## src/rtl/wb_master_mc.sv

```systemverilog
// wb_master_mc -- multi-channel classic Wishbone master.
//
// This block arbitrates round-robin between NCH requesters. It runs one
// single-beat Wishbone cycle at a time. Each channel gets its own stall,
// acknowledge and (optionally) timeout-error signalling.
//
// Optional feature macro: WB_MASTER_MC_TIMEOUT_EN
//   When it is defined, a BUSY cycle that has seen no ack for TIMEOUT cycles
//   is aborted. The abort pulses rsp_err_o and zeroes rsp_data_o.
//   When it is undefined, rsp_err_o is tied low and BUSY waits indefinitely.
//
// Ports:
//   clk, rst        clock (rising edge), asynchronous active-high reset
//   req_ce_i        per-channel request
//   req_we_i        per-channel write enable
//   req_addr_i      per-channel address, channel i at [i*AW +: AW]
//   req_data_i      per-channel write data, channel i at [i*DW +: DW]
//   req_sel_i       per-channel byte selects, channel i at [i*SELW +: SELW]
//   req_hold_i      requester stage stalled; keeps a completed result "done"
//   req_flush_i     abort / clear channel i
//   rsp_data_o      read data of the last acknowledged transfer
//   rsp_ack_o       one-cycle completion pulse per channel
//   rsp_err_o       one-cycle timeout pulse per channel
//   stall_req_o     per-channel stall request
//   wb_*            Wishbone master side (cyc, stb, we, addr, data, sel / data_i, ack_i)
module wb_master_mc #(
  parameter int NCH     = 2,
  parameter int AW      = 32,
  parameter int DW      = 32,
  parameter int SELW    = 4,
  parameter int TIMEOUT = 255
) (
  input  logic                 clk,
  input  logic                 rst,
  input  logic [NCH-1:0]       req_ce_i,
  input  logic [NCH-1:0]       req_we_i,
  input  logic [NCH*AW-1:0]    req_addr_i,
  input  logic [NCH*DW-1:0]    req_data_i,
  input  logic [NCH*SELW-1:0]  req_sel_i,
  input  logic [NCH-1:0]       req_hold_i,
  input  logic [NCH-1:0]       req_flush_i,
  output logic [DW-1:0]        rsp_data_o,
  output logic [NCH-1:0]       rsp_ack_o,
  output logic [NCH-1:0]       rsp_err_o,
  output logic [NCH-1:0]       stall_req_o,
  output logic                 wb_cyc_o,
  output logic                 wb_stb_o,
  output logic                 wb_we_o,
  output logic [AW-1:0]        wb_addr_o,
  output logic [DW-1:0]        wb_data_o,
  output logic [SELW-1:0]      wb_sel_o,
  input  logic [DW-1:0]        wb_data_i,
  input  logic                 wb_ack_i
);

  localparam int CW = (NCH > 1) ? $clog2(NCH) : 1;

  if (NCH < 1 || TIMEOUT < 1) begin : g_param_chk
    $error("wb_master_mc: NCH and TIMEOUT must both be >= 1");
  end

  typedef enum logic {IDLE = 1'b0, BUSY = 1'b1} state_t;

  state_t          state_q;
  logic [CW-1:0]   g_q;        // channel owning the current bus cycle
  logic [CW-1:0]   last_g_q;   // most recent grant, round-robin pointer
  logic [NCH-1:0]  done_q;     // result delivered, requester still holding it
  logic [NCH-1:0]  ack_q;
  logic            cyc_q;
  logic            we_q;
  logic [AW-1:0]   addr_q;
  logic [DW-1:0]   wdata_q;
  logic [SELW-1:0] sel_q;
  logic [DW-1:0]   rdata_q;

  logic [NCH-1:0]  elig;
  logic [NCH-1:0]  done_keep;
  logic [NCH-1:0]  g_mask;
  logic [CW-1:0]   gnt_d;
  logic            gnt_vld;

  // A done bit survives only while its requester keeps holding and is not flushed.
  assign done_keep = done_q & req_hold_i & ~req_flush_i;
  assign elig      = req_ce_i & ~done_q & ~req_flush_i;

  always_comb begin
    g_mask        = '0;
    g_mask[g_q]   = 1'b1;
  end

  // Round-robin: search starts at the channel just after the last grant.
  always_comb begin
    int          idx;
    logic [CW-1:0] idx_c;
    idx     = 0;
    idx_c   = '0;
    gnt_d   = last_g_q;
    gnt_vld = 1'b0;
    for (int k = 1; k <= NCH; k++) begin
      idx   = (int'(last_g_q) + k) % NCH;
      idx_c = CW'(idx);
      if (!gnt_vld && elig[idx_c]) begin
        gnt_vld = 1'b1;
        gnt_d   = idx_c;
      end
    end
  end

`ifdef WB_MASTER_MC_TIMEOUT_EN
  localparam int TW = $clog2(TIMEOUT + 1);
  logic [TW-1:0]  cnt_q;
  logic [NCH-1:0] err_q;
  assign rsp_err_o = err_q;
`else
  assign rsp_err_o = '0;
`endif

  always_ff @(posedge clk or posedge rst) begin
    if (rst) begin
      state_q  <= IDLE;
      g_q      <= '0;
      last_g_q <= CW'(NCH - 1);
      done_q   <= '0;
      ack_q    <= '0;
      cyc_q    <= 1'b0;
      we_q     <= 1'b0;
      addr_q   <= '0;
      wdata_q  <= '0;
      sel_q    <= '0;
      rdata_q  <= '0;
`ifdef WB_MASTER_MC_TIMEOUT_EN
      err_q    <= '0;
      cnt_q    <= '0;
`endif
    end else begin
      ack_q  <= '0;
      done_q <= done_keep;
`ifdef WB_MASTER_MC_TIMEOUT_EN
      err_q  <= '0;
`endif
      case (state_q)
        IDLE: begin
          // Any wb_ack_i seen here is stray and deliberately ignored.
          if (gnt_vld) begin
            state_q  <= BUSY;
            g_q      <= gnt_d;
            last_g_q <= gnt_d;
            cyc_q    <= 1'b1;
            we_q     <= req_we_i[gnt_d];
            addr_q   <= req_addr_i[int'(gnt_d)*AW +: AW];
            wdata_q  <= req_data_i[int'(gnt_d)*DW +: DW];
            sel_q    <= req_sel_i[int'(gnt_d)*SELW +: SELW];
`ifdef WB_MASTER_MC_TIMEOUT_EN
            cnt_q    <= '0;
`endif
          end
        end
        BUSY: begin
          // Flush beats a same-cycle ack: the requester no longer wants the result.
          if (req_flush_i[g_q]) begin
            state_q <= IDLE;
            cyc_q   <= 1'b0;
            we_q    <= 1'b0;
          end else if (wb_ack_i) begin
            state_q <= IDLE;
            cyc_q   <= 1'b0;
            we_q    <= 1'b0;
            rdata_q <= wb_data_i;
            ack_q   <= g_mask;
            done_q  <= done_keep | g_mask;
          end
`ifdef WB_MASTER_MC_TIMEOUT_EN
          else if (cnt_q == TW'(TIMEOUT - 1)) begin
            state_q <= IDLE;
            cyc_q   <= 1'b0;
            we_q    <= 1'b0;
            rdata_q <= '0;
            err_q   <= g_mask;
            done_q  <= done_keep | g_mask;
          end else begin
            cnt_q <= cnt_q + 1'b1;
          end
`endif
        end
        default: state_q <= IDLE;
      endcase
    end
  end

  assign wb_cyc_o    = cyc_q;
  assign wb_stb_o    = cyc_q;
  assign wb_we_o     = we_q;
  assign wb_addr_o   = addr_q;
  assign wb_data_o   = wdata_q;
  assign wb_sel_o    = sel_q;
  assign rsp_data_o  = rdata_q;
  assign rsp_ack_o   = ack_q;
  assign stall_req_o = req_ce_i & ~done_q & ~ack_q & ~rsp_err_o & ~req_flush_i;

endmodule
```

## config.mk

```make
export PLATFORM = sky130hd
export DESIGN_NAME = wb_master_mc
export DESIGN_NICKNAME = d
export VERILOG_FILES = /design/src/rtl/wb_master_mc.sv
export SDC_FILE = /design/constraint.sdc
export NUM_CORES = 1
export LEC_CHECK = 0
export ABC_AREA = 1
export BUFFER_PORTS_ARGS = -buffer_cell sky130_fd_sc_hd__buf_2
export CAP_MARGIN = 10
export CORE_MARGIN = 4
export CORE_UTILIZATION = 46
export DETAILED_ROUTE_END_ITERATION = 6
export GPL_TIMING_DRIVEN = 0
export HOLD_SLACK_MARGIN = 0.12
export PLACE_DENSITY = 0.88
export SLEW_MARGIN = 15
export SYNTH_ARGS = -nofsm -noshare
export SYNTH_HDL_FRONTEND = slang
export SYNTH_SLANG_ARGS = --single-unit
```

## constraint.sdc

```tcl
create_clock -name clk -period 4.1 [get_ports clk]
set_input_delay 0.615 -clock clk [delete_from_list [all_inputs] [get_ports clk]]
set_output_delay 0.615 -clock clk [all_outputs]
set_load 0.005 [all_outputs]
```

# Word-level counts from Yosys, hierarchy flattened
# Cells that the tools add are included.
# totals
regBits	109
inputBits	179
output_inout_bits	109
# classes
n_addsub	2
n_lt_le_gt_ge	5
eq_ne	2
shifts	3
muxes	30
bitwise_logic	12
reduce_logical	6
# ops
op	n
indexed part select 64 x 7 -> 32 bit	2
2-to-1 mux 1 bit	20
bitwise AND 2 bit	6
2-to-1 mux 2 bit	6
less-than comparator 1 x 2 -> 1 bit, second input constant	4
indexed part select 8 x 4 -> 4 bit	1
NOT 2 bit	3
case mux 1 bit (2 select lines)	3
AND reduction 2 bit	2
inequality test 3 x 2 -> 1 bit, second input constant	1
AND reduction 3 bit	1
adder 1 bit, second input constant	2
logical AND 1 bit	2
inequality test 2 bit, second input constant	1
NOT 1 bit	2
OR 2 bit	1
demux 1 bit (select 1 bit)	1
>= comparator 1 bit, second input constant	1
logical NOT 1 bit	1

# Depth between registers and ports, before layout
# Gate-level depths: netlist of run 1.
# logic_depth
word_depth	13
ltp_mapped	8
ltp_nobuf	6

# Least setup slack after synthesis of run 1
# Ideal clock, no wire load.
# synth_path
path_kind	in2out
start	in req_flush_i[1]
end	out stall_req_o[1]
arrival_time_ns	0.984
slack_ns	2.501
path_stages	3
path_buffers	0
cell_sequence	inv_1 -> nand3_1 -> nor2_1
# synth_via
elab_chain_cells	2
# synth_rtl
element	line	text
from (decl)	41	input logic [NCH-1:0] req_flush_i,
NOT 2 bit	198	assign stall_req_o = req_ce_i & ~done_q & ~ack_q & ~rsp_err_o & ~req_flush_i;
bitwise AND 2 bit	198	
to (decl)	45	output logic [NCH-1:0] stall_req_o,
# No other way between the ends.

# Worst setup path after layout of run 1
# layout_path
start	reg last_g_q
end	reg addr_q[22], in the netlist wb_addr_o[22]
# layout_via
elab_chain_cells	8
elab_cells_between_ends	14
classes_between	add/sub (2); shift (1); mux (8); reduce/logical (3)
# layout_rtl
element	line	text
from (decl)	66	logic [CW-1:0] last_g_q;
from (signal assigned)	122	last_g_q <= CW'(NCH - 1);
from (signal assigned)	147	last_g_q <= gnt_d;
adder 1 bit	100	idx = (int'(last_g_q) + k) % NCH;
2-to-1 mux 1 bit (not written as such) (2 in a row)	102	if (!gnt_vld && elig[idx_c]) begin
2-to-1 mux 1 bit	102	
logical NOT 1 bit	102	
logical AND 1 bit	102	
2-to-1 mux 1 bit	102	
indexed part select 64 x 7 -> 32 bit or AND reduction 2 bit (tied branches)	-	
to (signal assigned)	150	addr_q <= req_addr_i[int'(gnt_d)*AW +: AW];
to (decl)	71	logic [AW-1:0] addr_q;
# Several ways; a longest one is shown, not always the timed one. The select of a mux whose other input is x is not followed.
# A chain may end at the register's enable or synchronous reset.

==> metrics.md, run 1 <==
| Metric | Value |
|---|---|
| Status | `finished, final reports clean` |
| Pwr dens | `623 nW/µm²` |
| # diodes | `0` |
| Vert. Die Dim | `119 µm` |
| MaxCap Viol Count | `0` |
| Worst path required time | `4340 ps` |
| Filler cells | `1050` |
| H-tree levels | `3` |
| Async SR Flop Fraction | `1.00` |
| Final Net Count | `1254` |
| Chip Width | `119 µm` |
| Sequential area share after synthesis | `0.486` |
| CTS Buf Count | `9` |
| Critical-path maximum fanout | `10` |
| Register area | `2730 µm²` |
| Placer Congestion | `0.848` |
| Synthesis Warnings | `0` |
| WL per Instance | `14.7 µm` |
| Reg2Reg Setup Slack | `2210 ps` |
| HPWL Detailed | `13.8 mm` |
| Worst Reg-to-Reg Cells | `7` |
| Fin util | `0.632` |
| Period utilization | `0.462` |
| Bufs on Longest Clock Path | `2` |
| Clk Latency, worst-skew pair | `350 ps` |
| Port Buffers | `285` |
| Synth area leaders | `dfrtp_1 (48%), nand3_1 (19%), nand2_1 (12%)` |
| Area grow syn2layout | `34.6%` |
| Die area | `14100 µm²` |
| Iteration-0 DRC Markers | `415` |
| Peak supply drop | `0.343 mV` |
| CP endpoint | `wb_addr_o[22]` |
| Vias | `6102` |
| Setup Skew | `8.67 ps` |
| TritonRoute pass-1 iters | `5` |
| Reg2reg start | `last_g_q` |
| Fin Setup TNS | `0 ps` |
| Post-synth EDFFs | `0` |
| Worst Max-Slew Pin Slew | `549 ps` |
| Residual DRC | `0` |
| Routed Antenna Nets | `0` |
| Final hold violations | `0` |
| Clock slew at reported path FFs | `80 ps` |
| WS Path Type | `flip-flop to flip-flop` |
| Mapped Cells | `777` |
| Area of the multi-input gates | `1990 µm²` |
| GR Util All Layers | `0.250` |
| Share of layout cells above drive strength 1 | `0.312` |
| Vias per inst | `4.97` |
| Worst Setup Start Kind | `flip-flop` |
| RSZ-0062 raised after global routing | `false` |
| Post-Synthesis Cell Area | `5620 µm²` |
| Detailed Route WL | `18.1 mm` |
| Fin crit period | `1890 ps` |
| FP Rows | `40` |
| Cell taking the most area after synthesis | `dfrtp_1` |
| Root buffer cell | `clkbuf_16` |
| Global route overflow | `0` |
| Largest net degree at the start of global routing | `65` |
| Initial core utilization | `0.470` |
| Cell with the most instances after synthesis | `nand3_1` |
| Pleak | `0.00483 µW` |
| Slew HR | `0.634` |
| Post-CTS setup buffers | `0` |
| TritonCTS clock tree | `yes` |
| Dominant synthesized flop cell | `dfrtp_1` |
| Core area | `12000 µm²` |
| Gates resized, CTS repair | `0` |
| Fmax | `528 MHz` |
| Crit path DAT | `2130 ps` |
| Yosys reg bits | `109` |
| RR Endpoint | `wb_addr_o[22]` |
| Yosys cell types | `16` |
| Critical path startpoint | `last_g_q` |
| Syn Area/Cell | `7.23 µm²` |
| Antenna violations before repair | `0` |
| CP Capture Type | `flip-flop` |
| I/O pins | `288` |
| First-pass GRT wire length | `28.4 mm` |
| Synth top area share | `0.481` |
| Hold Crit Class | `input port to asynchronous set/reset pin` |
| TritonCTS Sinks | `109` |
| Max Slew Vio Count | `0` |
| Hold-fix buffer count after cts | `0` |
| Number of global-route vias before repair | `5809` |
| Post-synth top cells | `nand3_1 (211), nand2_1 (179), inv_1 (176)` |
| Setup violations, final | `0` |
state kept, by name (all words and copies together) (netlist names):
name        count
done_q          2
wb_sel_o        4
rsp_ack_o       2
g_q             1
rsp_data_o     32
wb_cyc_o        1
wb_addr_o      32
state_q         1
wb_data_o      32
wb_we_o         1
last_g_q        1
worst max-delay path, stage by stage (launching register included):
cell,delay (ps)
dfstp_2,540
inv_1,60
nand4_1,330
buf_2,300
buf_2,280
nand3_1,100
nand3_1,110
nand2_1,60
logic make-up after synthesis:
logic type / after synthesis / synth area share
and+or+nand+nor: 400 / 0.316
DFF: 109 / 0.486
other: 1 / 0.000667
AOI/OAI and AO/OA: 38 / 0.0361
buffers and inverters: 229 / 0.162
per-layer routing:
metal / global-route usage / up-vias / share of wire / wire length (µm)
met2: 0.431 / 308 / 0.49 / 8900
met5: 0 / - / 0 / 0
met3: 0.0579 / 34 / 0.091 / 1640
met4: 0.0775 / 0 / 0.022 / 402
met1: 0.312 / 2790 / 0.39 / 7130
li1: - / 2970 / - / -
where the power goes:
part | internal [µW] | total [µW] | switching [µW]
Clock | 436 | 876 | 440
Sequential | 1580 | 1850 | 277
Combinational | 829 | 1980 | 1160
worst min path at each step:
stage                   from             to  slack, ps  depth (start not counted)
6_report                 rst  wb_data_o[20]        290                          2
5_1_grt                  rst  wb_data_o[24]        320                          2
4_1_cts                  rst  wb_data_o[24]        300                          2
3_5_place_dp     wb_sel_o[1]    wb_sel_o[1]        460                          2
3_3_place_gp   wb_data_o[20]  wb_data_o[20]        460                          2
2_1_floorplan            g_q   rsp_ack_o[0]        450                          1
layout by cell type, fill, tap and decap left out:
master     netlist  final
inv_1          176    175
a21oi_4          1      1
nand3_1        211    211
clkbuf_1        22     22
conb_1           1      2
buf_2           25    310
o22ai_1          1      1
inv_2            1      1
clkbuf_16        0      9
buf_4            5      5
nor2_1           6      6
nand2_2          1      1
clkinv_4         0      1
dfrtp_1        108    108
inv_8            0      4
o21ai_0         36     36
nand4_1          3      3
dfstp_2          1      1
buf_16           0      1
inv_6            0      3
nand2_1        179    179
final cells by class:
cell class	count	area share
Buffer	52	0.0324
Clock inverter	7	0.00943
Timing Repair Buffer	286	0.192
Sequential cell	109	0.361
Clock buffer	9	0.0298
Multi-Input combinational cell	440	0.263
Inverter	177	0.0885
Tap cell	147	0.0243
metrics by stage:
step	cells	setup WS, ps	total power, µW	hold WS, ps	area, µm²
after floorplan	778	613	2900	449	5620
after detailed placement	1211	1920	3850	460	7270
final	1227	2210	4710	291	7560
after CTS	1227	2190	4740	297	7560
after global placement	1210	-670	3780	457	7230
after global routing	1227	2070	5070	319	7560
(Power assumes the default switching activity.)
==> run 2, diff against run 1 <==
--- a/config.mk
+++ b/config.mk
@@ -9,11 +9,11 @@
 export BUFFER_PORTS_ARGS = -buffer_cell sky130_fd_sc_hd__buf_2
 export CAP_MARGIN = 10
 export CORE_MARGIN = 4
-export CORE_UTILIZATION = 46
+export CORE_UTILIZATION = 42
 export DETAILED_ROUTE_END_ITERATION = 6
 export GPL_TIMING_DRIVEN = 0
 export HOLD_SLACK_MARGIN = 0.12
-export PLACE_DENSITY = 0.88
+export PLACE_DENSITY = 0.85
 export SLEW_MARGIN = 15
 export SYNTH_ARGS = -nofsm -noshare
 export SYNTH_HDL_FRONTEND = slang
==> constraint.sdc (replaced) <==
create_clock -name clk -period 1.7 [get_ports clk]
set_input_delay 0.255 -clock clk [delete_from_list [all_inputs] [get_ports clk]]
set_output_delay 0.255 -clock clk [all_outputs]
set_load 0.005 [all_outputs]
==> run 2 against run 1 <==
Via count shrank 0.16%. Global-route usage shrank 1.7 points. Hold slack lost 150 ps. Clock skew shrank 1.6 ps. Count of clock-buffer cells in the layout is the same. First-iteration DRC count shrank 23%. Die area grew 8.9%. Worst setup slack lost 2100 ps. Clock power grew to 2.6 times the previous value. Largest power group unchanged. Cell count grew 2.8%. Highest routed layer unchanged.
==> metrics.md, run 2 (same netlist as run 1, synthesis figures left out) <==
| Metric | Value |
|---|---|
| Status | `finished, final reports clean` |
| Area of the multi-input gates | `2010 µm²` |
| Share of layout cells above drive strength 1 | `0.330` |
| FP Rows | `42` |
| Bufs on Longest Clock Path | `2` |
| Final Net Count | `1260` |
| Fmax | `624 MHz` |
| TritonCTS clock tree | `yes` |
| Critical path depth | `7` |
| Core area | `13200 µm²` |
| GR Util All Layers | `0.234` |
| Peak supply drop | `0.719 mV` |
| Critical path's slowest cell | `dfrtp_1` |
| Slowest stage delay, CP | `400 ps` |
| Most common library cell in the layout ignoring fill and taps | `buf_2` |
| Cell Area, Placed | `7330 µm²` |
| Crit-path cells | `nor2_2 > nand2_2 > a21oi_4 > buf_4 > buf_2 > nand3_1 > nand2_1` |
| Largest net degree at the start of global routing | `38` |
| Routed Antenna Nets | `0` |
| Number of global-route vias before repair | `5679` |
| Global route overflow | `0` |
| Vias per inst | `4.83` |
| Area grow syn2layout | `37.8%` |
| Worst Setup Start Kind | `flip-flop` |
| TritonRoute pass-1 iters | `5` |
| Critical-path maximum fanout | `10` |
| Chip Width | `124 µm` |
| Cell Count, Final, Fillers Out | `1261` |
| Fin area | `7750 µm²` |
| Final hold violations | `0` |
| Iteration-0 DRC Markers | `320` |
| Buf/Inv on CP | `2` |
| CTS Buf Count | `9` |
| WHS | `145 ps` |
| First-pass GRT wire length | `27.7 mm` |
| Most frequent cells in the layout | `buf_2 (307), nand3_1 (209), nand2_1 (177)` |
| Detailed Route WL | `18.1 mm` |
| Die area | `15300 µm²` |
| Clk Latency, worst-skew pair | `340 ps` |
| Worst setup margin | `98.0 ps` |
| Vias | `6092` |
| Hold Path Stages | `2` |
| Root buffer cell | `clkbuf_16` |
| WS Path Type | `flip-flop to flip-flop` |
| Placer Congestion | `0.859` |
| TritonCTS Sinks | `109` |
| Residual DRC | `0` |
| Max Slew Vio Count | `0` |
| Worst Reg-to-Reg Cells | `7` |
| Clock slew at reported path FFs | `70 ps` |
| Port Buffers | `285` |
| Filler cells | `1229` |
| Fin crit period | `1600 ps` |
| HPWL Detailed | `13.8 mm` |
| I/O pins | `288` |
| # diodes | `0` |
| Post-place setup slack | `-250 ps` |
| Setup Skew | `7.04 ps` |
| Worst path required time | `1980 ps` |
| Pleak | `0.00491 µW` |
| Period utilization | `0.942` |
| Initial core utilization | `0.426` |
| Crit path DAT | `1880 ps` |
| Antenna violations before repair | `0` |
| MaxCap Viol Count | `0` |
| Vert. Die Dim | `124 µm` |
| Hold Crit Class | `input port to flip-flop` |
| Setup violations, final | `0` |
| CP Capture Type | `flip-flop` |
| Placed cell count | `1242` |
| Pwr dens | `1500 nW/µm²` |
| RSZ-0062 raised after global routing | `false` |
| H-tree levels | `3` |
| WL per Instance | `14.4 µm` |
| Crit path max-delay family | `simple AND/OR/NAND/NOR gates` |
| Register area | `2730 µm²` |
-- run 2: where the power goes --
part | switching [µW] | internal, µW
combinational | 2780 | 2070
clock | 960 | 1300
sequential | 707 | 3810
-- run 2: final timing paths --
check                                 to  slack (ps)           start
hold / removal                 done_q[0]         150  req_flush_i[0]
setup reg to reg           wb_addr_o[21]         100       done_q[0]
max in group asynchronous  wb_addr_o[30]         550             rst
min in group asynchronous  wb_addr_o[12]         440             rst
hold reg to reg            wb_data_o[11]         480   wb_data_o[11]
setup / recovery           wb_addr_o[21]         100       done_q[0]
-- run 2: per-layer routing --
metal	up-vias	GRT usage	wire, µm
met1	2774	0.283	7040
met5	-	0	0
met4	0	0.0934	524
li1	2985	-	-
met3	38	0.0536	1620
met2	295	0.402	8920
-- run 2: timing repair --
action / in CTS / in global routing
setup buffers: 4 / 0
pin swaps: 2 / 0
setup endpoints to repair: 73 / 52
gates resized for setup: 11 / 21
hold endpoints to repair: 11 / 0
hold buffers: 1 / 0
-- run 2: area by class of cell --
cell class | count | share of cell area
Clock inverter | 6 | 0.0123
Inverter | 177 | 0.0863
Timing Repair Buffer | 293 | 0.197
Multi-Input combinational cell | 440 | 0.260
Buffer | 51 | 0.0347
Clock buffer | 9 | 0.0291
Sequential cell | 109 | 0.352
Tap cell | 176 | 0.0284
-- run 2: per-stage QoR --
step	util	total power (µW)	setup TNS (ps)
2_1_floorplan	-	6990	0
3_3_place_gp	0.552	9140	-65540
3_5_place_dp	0.556	9330	-7630
4_1_cts	0.585	11700	0
5_1_grt	0.587	12600	0
6_report	0.587	11600	0
